$ cat config.mk
export PLATFORM = sky130hd
export DESIGN_NAME = alu_cmd_issuer
export DESIGN_NICKNAME = d
export VERILOG_FILES = /design/src/rtl/alu_cmd_issuer.sv
export SDC_FILE = /design/constraint.sdc
export NUM_CORES = 1
export LEC_CHECK = 0
export CAP_MARGIN = 10
export CORE_MARGIN = 4
export CORE_UTILIZATION = 40
export CTS_BUF_LIST = sky130_fd_sc_hd__clkbuf_4 sky130_fd_sc_hd__clkbuf_8 sky130_fd_sc_hd__clkbuf_16
export DETAILED_ROUTE_END_ITERATION = 8
export GPL_ROUTABILITY_DRIVEN = 0
export SYNTH_ARGS = -nofsm -noshare
export SYNTH_HDL_FRONTEND = slang
export SYNTH_SLANG_ARGS = --single-unit
$ cat constraint.sdc
create_clock -name clk -period 3.85 [get_ports clk]
set_input_delay 0.5775 -clock clk [delete_from_list [all_inputs] [get_ports clk]]
set_output_delay 0.5775 -clock clk [all_outputs]
set_load 0.05 [all_outputs]
$ cat src/rtl/alu_cmd_issuer.sv
// Command FIFO feeding a multi-cycle ALU: queues {op,a,b}, issues one command at
// a time through LOAD/EXEC, and holds each result in RESP until it is consumed.
module alu_cmd_issuer #(
  parameter int DEPTH       = 4,
  parameter int EXEC_CYCLES = 1
) (
  input  logic                     clk,
  input  logic                     rst,
  input  logic                     cmd_valid,
  output logic                     cmd_ready,
  input  logic [6:0]               cmd_op,
  input  logic [7:0]               cmd_a,
  input  logic [7:0]               cmd_b,
  output logic                     alu_on,
  output logic [2:0]               alu_in_sel,
  output logic [7:0]               alu_num1,
  output logic [7:0]               alu_num2,
  output logic [6:0]               alu_out_sel,
  input  logic [7:0]               alu_out,
  output logic                     res_valid,
  input  logic                     res_ready,
  output logic [7:0]               res_data,
  output logic [6:0]               res_op,
  output logic [1:0]               state,
  output logic [$clog2(DEPTH):0]   count
);

  localparam int AW = (DEPTH > 1) ? $clog2(DEPTH) : 1;
  localparam int CW = $clog2(DEPTH) + 1;

  localparam logic [2:0] SEL_NONE    = 3'b000;
  localparam logic [2:0] SEL_LOAD    = 3'b010;
  localparam logic [2:0] SEL_PERSIST = 3'b100;

  typedef struct packed {
    logic [6:0] op;
    logic [7:0] a;
    logic [7:0] b;
  } cmd_t;

  typedef enum logic [1:0] {
    IDLE = 2'b00,
    LOAD = 2'b01,
    EXEC = 2'b10,
    RESP = 2'b11
  } state_t;

  cmd_t [DEPTH-1:0] mem_q;
  logic [AW-1:0]    wr_ptr_q, rd_ptr_q;
  logic [CW-1:0]    count_q;
  cmd_t             head;
  logic             push, pop;

  state_t           state_q;
  logic [2:0]       exec_cnt_q;
  logic             alu_on_q;
  logic [2:0]       alu_in_sel_q;
  logic [7:0]       alu_num1_q, alu_num2_q;
  logic [6:0]       alu_out_sel_q;
  logic             res_valid_q;
  logic [7:0]       res_data_q;
  logic [6:0]       res_op_q;

  // Ready depends on occupancy alone, so a full FIFO never accepts on the pop edge.
  assign cmd_ready = (count_q < CW'(DEPTH));
  assign push      = cmd_valid && cmd_ready;
  assign pop       = (count_q != '0) &&
                     ((state_q == IDLE) || ((state_q == RESP) && res_ready));
  assign head      = mem_q[rd_ptr_q];

  always_ff @(posedge clk) begin
    if (push) mem_q[wr_ptr_q] <= '{op: cmd_op, a: cmd_a, b: cmd_b};
  end

  always_ff @(posedge clk or negedge rst) begin
    if (!rst) begin
      wr_ptr_q <= '0;
      rd_ptr_q <= '0;
      count_q  <= '0;
    end else begin
      if (push) wr_ptr_q <= wr_ptr_q + AW'(1);
      if (pop)  rd_ptr_q <= rd_ptr_q + AW'(1);
      case ({push, pop})
        2'b10:   count_q <= count_q + CW'(1);
        2'b01:   count_q <= count_q - CW'(1);
        default: count_q <= count_q;
      endcase
    end
  end

  always_ff @(posedge clk or negedge rst) begin
    if (!rst) begin
      state_q       <= IDLE;
      exec_cnt_q    <= '0;
      alu_on_q      <= 1'b0;
      alu_in_sel_q  <= SEL_NONE;
      alu_num1_q    <= '0;
      alu_num2_q    <= '0;
      alu_out_sel_q <= '0;
      res_valid_q   <= 1'b0;
      res_data_q    <= '0;
      res_op_q      <= '0;
    end else begin
      case (state_q)
        IDLE: begin
          if (pop) begin
            state_q       <= LOAD;
            alu_on_q      <= 1'b1;
            alu_in_sel_q  <= SEL_LOAD;
            alu_num1_q    <= head.a;
            alu_num2_q    <= head.b;
            alu_out_sel_q <= head.op;
          end
        end
        LOAD: begin
          state_q      <= EXEC;
          alu_in_sel_q <= SEL_PERSIST;
          exec_cnt_q   <= '0;
        end
        EXEC: begin
          // alu_out is sampled on the edge closing the last persist cycle.
          if (exec_cnt_q == 3'(EXEC_CYCLES - 1)) begin
            state_q     <= RESP;
            res_valid_q <= 1'b1;
            res_data_q  <= alu_out;
            res_op_q    <= alu_out_sel_q;
          end else begin
            exec_cnt_q <= exec_cnt_q + 3'd1;
          end
        end
        RESP: begin
          if (res_ready) begin
            res_valid_q <= 1'b0;
            if (pop) begin
              state_q       <= LOAD;
              alu_in_sel_q  <= SEL_LOAD;
              alu_num1_q    <= head.a;
              alu_num2_q    <= head.b;
              alu_out_sel_q <= head.op;
            end else begin
              state_q      <= IDLE;
              alu_on_q     <= 1'b0;
              alu_in_sel_q <= SEL_NONE;
            end
          end
        end
        default: state_q <= IDLE;
      endcase
    end
  end

  assign state       = state_q;
  assign count       = count_q;
  assign alu_on      = alu_on_q;
  assign alu_in_sel  = alu_in_sel_q;
  assign alu_num1    = alu_num1_q;
  assign alu_num2    = alu_num2_q;
  assign alu_out_sel = alu_out_sel_q;
  assign res_valid   = res_valid_q;
  assign res_data    = res_data_q;
  assign res_op      = res_op_q;

endmodule

# After elaboration in Yosys (flattened, before gate mapping)
# Cells that the tools add are included.
# word_totals
elab_cells	97
reg_bits	147
output_inout_bits	49
# op_classes
n_eq_ne	10
add_sub_neg	5
reduce_logical	20
n_lt_le_gt_ge	4
muxes	33
# op_table
operator	count
92-bit bitwise mux	1
23-bit binary-select mux with 2-bit select	1
23-bit demux with 2-bit select	1
23-bit 2-to-1 mux	2
8-bit 2-to-1 mux	4
8-bit case mux with 2 select lines	2
7-bit 2-to-1 mux	2
7-bit case mux with 2 select lines	1
3-bit case mux with 2 select lines	2
2-bit != test (second input constant)	5
3-bit 2-to-1 mux	3
3-bit case mux with 3 select lines	1
3-bit AND reduction	3
2-bit 2-to-1 mux	4
2-bit case mux with 4 select lines	1
2-bit nonzero test	4
3-bit by 1-bit adder with 3-bit output (second input constant)	2
2-bit equality test (second input constant)	3
2-bit by 3-bit less-than comparator with 1-bit output (second input constant)	2
1-bit 2-to-1 mux	6
2-bit AND reduction	3
3-bit nonzero test	2
2-bit by 1-bit adder with 2-bit output (second input constant)	2
2-bit by 1-bit equality test with 1-bit output (second input constant)	2
9 further kinds	13

# Logic depth before layout (Yosys ltp)
# logic_depth
ltp_word	7
depth_mapped	10
ltp_nobuf	10

# Worst setup path after synthesis
# No wires, ideal clock.
# synth_path
path_type	register to register
startpoint	register state_q[1] (netlist: state[1])
endpoint	register count_q[2] (netlist: count[2])
setup_ns	0.139
arrival_ns	2.205
path_buffers	1
path_stages_with_launch	11
setup_slack_ns	1.505
cell_sequence	dfrtp_1 ha_1 buf_2 a21oi_1 nor2_1 ha_1 inv_1 fa_1 xor2_1 nor2_1 xnor2_1
# synth_between
elab_chain_len	6
# synth_rtl
item	line	rtl
from (decl)	54	state_t state_q;
from (signal assigned)	93	state_q <= IDLE;
from (signal assigned)	107	state_q <= LOAD;
from (signal assigned)	116	state_q <= EXEC;
2-bit equality test	68	((state_q == IDLE) || ((state_q == RESP) && res_ready));
1-bit logical AND	68	
1-bit logical OR (*)	68	
1-bit logical AND (*)	67	assign pop = (count_q != '0) &&
net pop	52	logic push, pop;
2-bit by 1-bit equality test with 1-bit output or 2-bit equality test (tied branches)	83	case ({push, pop})
3-bit case mux with 2 select lines or 2-bit nonzero test (tied branches)	n/a	
to (signal assigned)	84	2'b10: count_q <= count_q + CW'(1);
to (signal assigned)	85	2'b01: count_q <= count_q - CW'(1);
to (signal assigned)	86	default: count_q <= count_q;
to (decl)	50	logic [CW-1:0] count_q;
# The timed path passes the listed nets; every way through them passes the cells marked *.
# A chain may end at the register's enable or synchronous reset.

# Worst setup path after layout
# layout_path
startpoint	register count_q[2] (netlist: count[2])
endpoint	output cmd_ready
# layout_between
elab_chain_len	1
# layout_rtl
item	line	rtl
3-bit less-than comparator	65	assign cmd_ready = (count_q < CW'(DEPTH));
to (decl)	10	output logic cmd_ready,
# No other way between the ends.

==> results_dict.tcl <==
set metrics [dict create \
    clk-insertion-delay-late_ps 410 \
    ant_nets 0 \
    fin_crit_ps 2351 \
    postCtsHoldBufs 0 \
    slew_headroom_pct 25.28 \
    hold_viol 0 \
    die_h_microns 129.1 \
    fp.coreArea_sq_um 14100 \
    synthArstFlopShare_pct 36.99 \
    crit_required_ps 3270 \
    synth_edf_count 92 \
    endpoint_kind "output pin" \
    root_buffer "clkbuf_16" \
    max_freq_mhz 425.3 \
    slew_viol_final 0 \
    hpwl_microns 6600 \
    fin_util_pct 52.83 \
    crit_fanout 6 \
    ys_types 40 \
    rsz0062_at_grt "false" \
    powerDensity_nw_per_um2 944.1 \
    grt_max_degree 29 \
    fin_skew_ps 7.327 \
    status "finished, final reports clean" \
    rr_startpoint "state[0]$_DFFE_PN0P_" \
    antenna_cells 0 \
    multiInputGateArea_sq_um 1598 \
    grt_pass1_wl_microns 16660 \
    hp-class "in2async" \
    stdcell_area_sq_um 7447 \
    cp-start-kind "flop" \
    yosysWarnings 0 \
    drc 0 \
    holdWs_ps 217.2 \
    io_buffers 82 \
    worstSetupPathType "reg2out" \
    post_cts_resized 0 \
    ys.flop_type "edfxtp_1" \
    finalNonFillerCells 588 \
    dr.pass1.iters 6 \
    worst_ep_arrival_time_ps 1770 \
    grt_pass1_vias 3042 \
    cts_sinks 146 \
    viasPerCell 4.900 \
    critPathLaunch "count[2]$_DFFE_PN0P_" \
    drt-total-wl_microns 10330 \
    die_area_sq_um 16670 \
    num_rows 43 \
    antenna_found_initial 0 \
    peakVddDrop_mv 0.3641 \
    leakagePower_nw 2.810 \
    fill_cells 1141 \
    ys_ff_latch 146 \
    final_common_cell "edfxtp_1" \
    grt_overflow_total 0 \
    pre_cts_ws_ps 1166 \
    placed_cell_area_sq_um 6837 \
    cts_tree "yes" \
    syn_inst 302 \
    layout-drive-gt1-share_pct 24.75 \
    clk_path_buf_depth 2 \
    start_util_pct 41.61 \
    placed_cells 556 \
    cts_buffers 17 \
    path_clk_slew_ps 60 \
    cts_max_level 4 \
    ys_seq_area_share_pct 70.14 \
    dieWidth_microns 129.1 \
    tns_ps 0 \
    drt_iter0_drc 109 \
    worstRegToRegCells 5 \
    maxCapViolCount 0 \
    total_power_mw 7.031 \
    cts_setup_buffers 0 \
    timing.final.ws_setup_ps 1499 \
    nets 443 \
    wl_per_cell_microns 17.57 \
    synth.avg_cell_area_sq_um 19.42 \
    via_count 2881 \
    grt.total_usage_pct 13.58 \
    fin_crit_sh_pct 61.08 \
    rrSetupSlack_ps 1510 \
    area_growth_pct 26.96 \
    io_pins 84 \
    final-seq-area_sq_um 4115 \
    netlist_area_sq_um 5866 \
    final_cell_mix "edfxtp_1 (92), clkdlybuf4s50_1 (81), dfrtp_1 (53)" \
    tightestPinTransition_ps 1121 \
    setup_viol_count_final 0 \
    synth_nets 350 \
]
## worst paths after layout
path | end
min in group clk | res_data[4]$_DFFE_PN0P_
worst min register to register | res_data[4]$_DFFE_PN0P_
max in group asynchronous | alu_out_sel[0]$_DFFE_PN0P_
worst min-delay path | alu_on$_DFFE_PN0P_
worst max-delay path | cmd_ready
worst max register to register | alu_num1[1]$_DFFE_PN0P_
## layout make-up
class	instances	share of cell area [%]
well taps	180	3.024
clock inverters	6	1.411
repair buffers	87	11.46
multi-input cells	131	21.45
flip-flops and latches	146	55.26
clock buffers	26	6.788
inverters	12	0.6048
## logic make-up (layout without fill, tap and decap cells)
| group | Yosys count | count (layout) | share of synthesized area (%) |
|---|---|---|---|
| flip-flops | 146 | 146 | 70.14 |
| AND/OR/NAND/NOR | 26 | 26 | 2.752 |
| buffers and inverters | 25 | 131 | 2.624 |
| other | 1 | 1 | 0.06393 |
| XOR/XNOR | 6 | 6 | 0.8961 |
| multiplexers | 66 | 66 | 18.54 |
| AO/OA/AOI/OAI | 19 | 19 | 2.090 |
| adder cells (fa/ha/maj) | 13 | 13 | 2.901 |
## sequential cells by signal (all words and copies together), names as in the netlist, 3 cells and up
signal / cells
mem_q: 92
alu_num1: 8
alu_num2: 8
res_data: 8
alu_out_sel: 7
res_op: 7
count: 3
exec_cnt_q: 3
## power breakdown
| group | leakage, nW | switching [mW] | total [mW] | internal, mW |
|---|---|---|---|---|
| logic | 1.03 | 1.60 | 2.90 | 1.30 |
| registers | 1.47 | 0.338 | 2.45 | 2.11 |
| clock network | 0.310 | 0.583 | 1.68 | 1.10 |
## cell usage after synthesis, types with 4 or more instances
cell	count	share of area, %
mux4_2	18	6.9
mux2_2	24	4.6
o21ai_0	7	0.60
edfxtp_1	92	47
buf_2	4	0.34
inv_1	12	0.77
mux4_1	5	2.2
nor2_1	4	0.26
and2_1	5	0.53
mux2_4	18	4.6
nand2_1	4	0.26
dfrtp_1	54	23
ha_1	12	2.6
## layer usage
metal  track usage, %  wire length (microns)
met2            21.83                   5155
met4            5.188                    156
met5                0                      0
met3            4.905                    568
met1            16.95                   4454
## critical path, cell delays in order, from the launching register on
cell and delay (ps):
dfrtp_1 440, inv_1 110, clkdlybuf4s50_1 810
No activity file was read; power rests on OpenSTA's default activity.
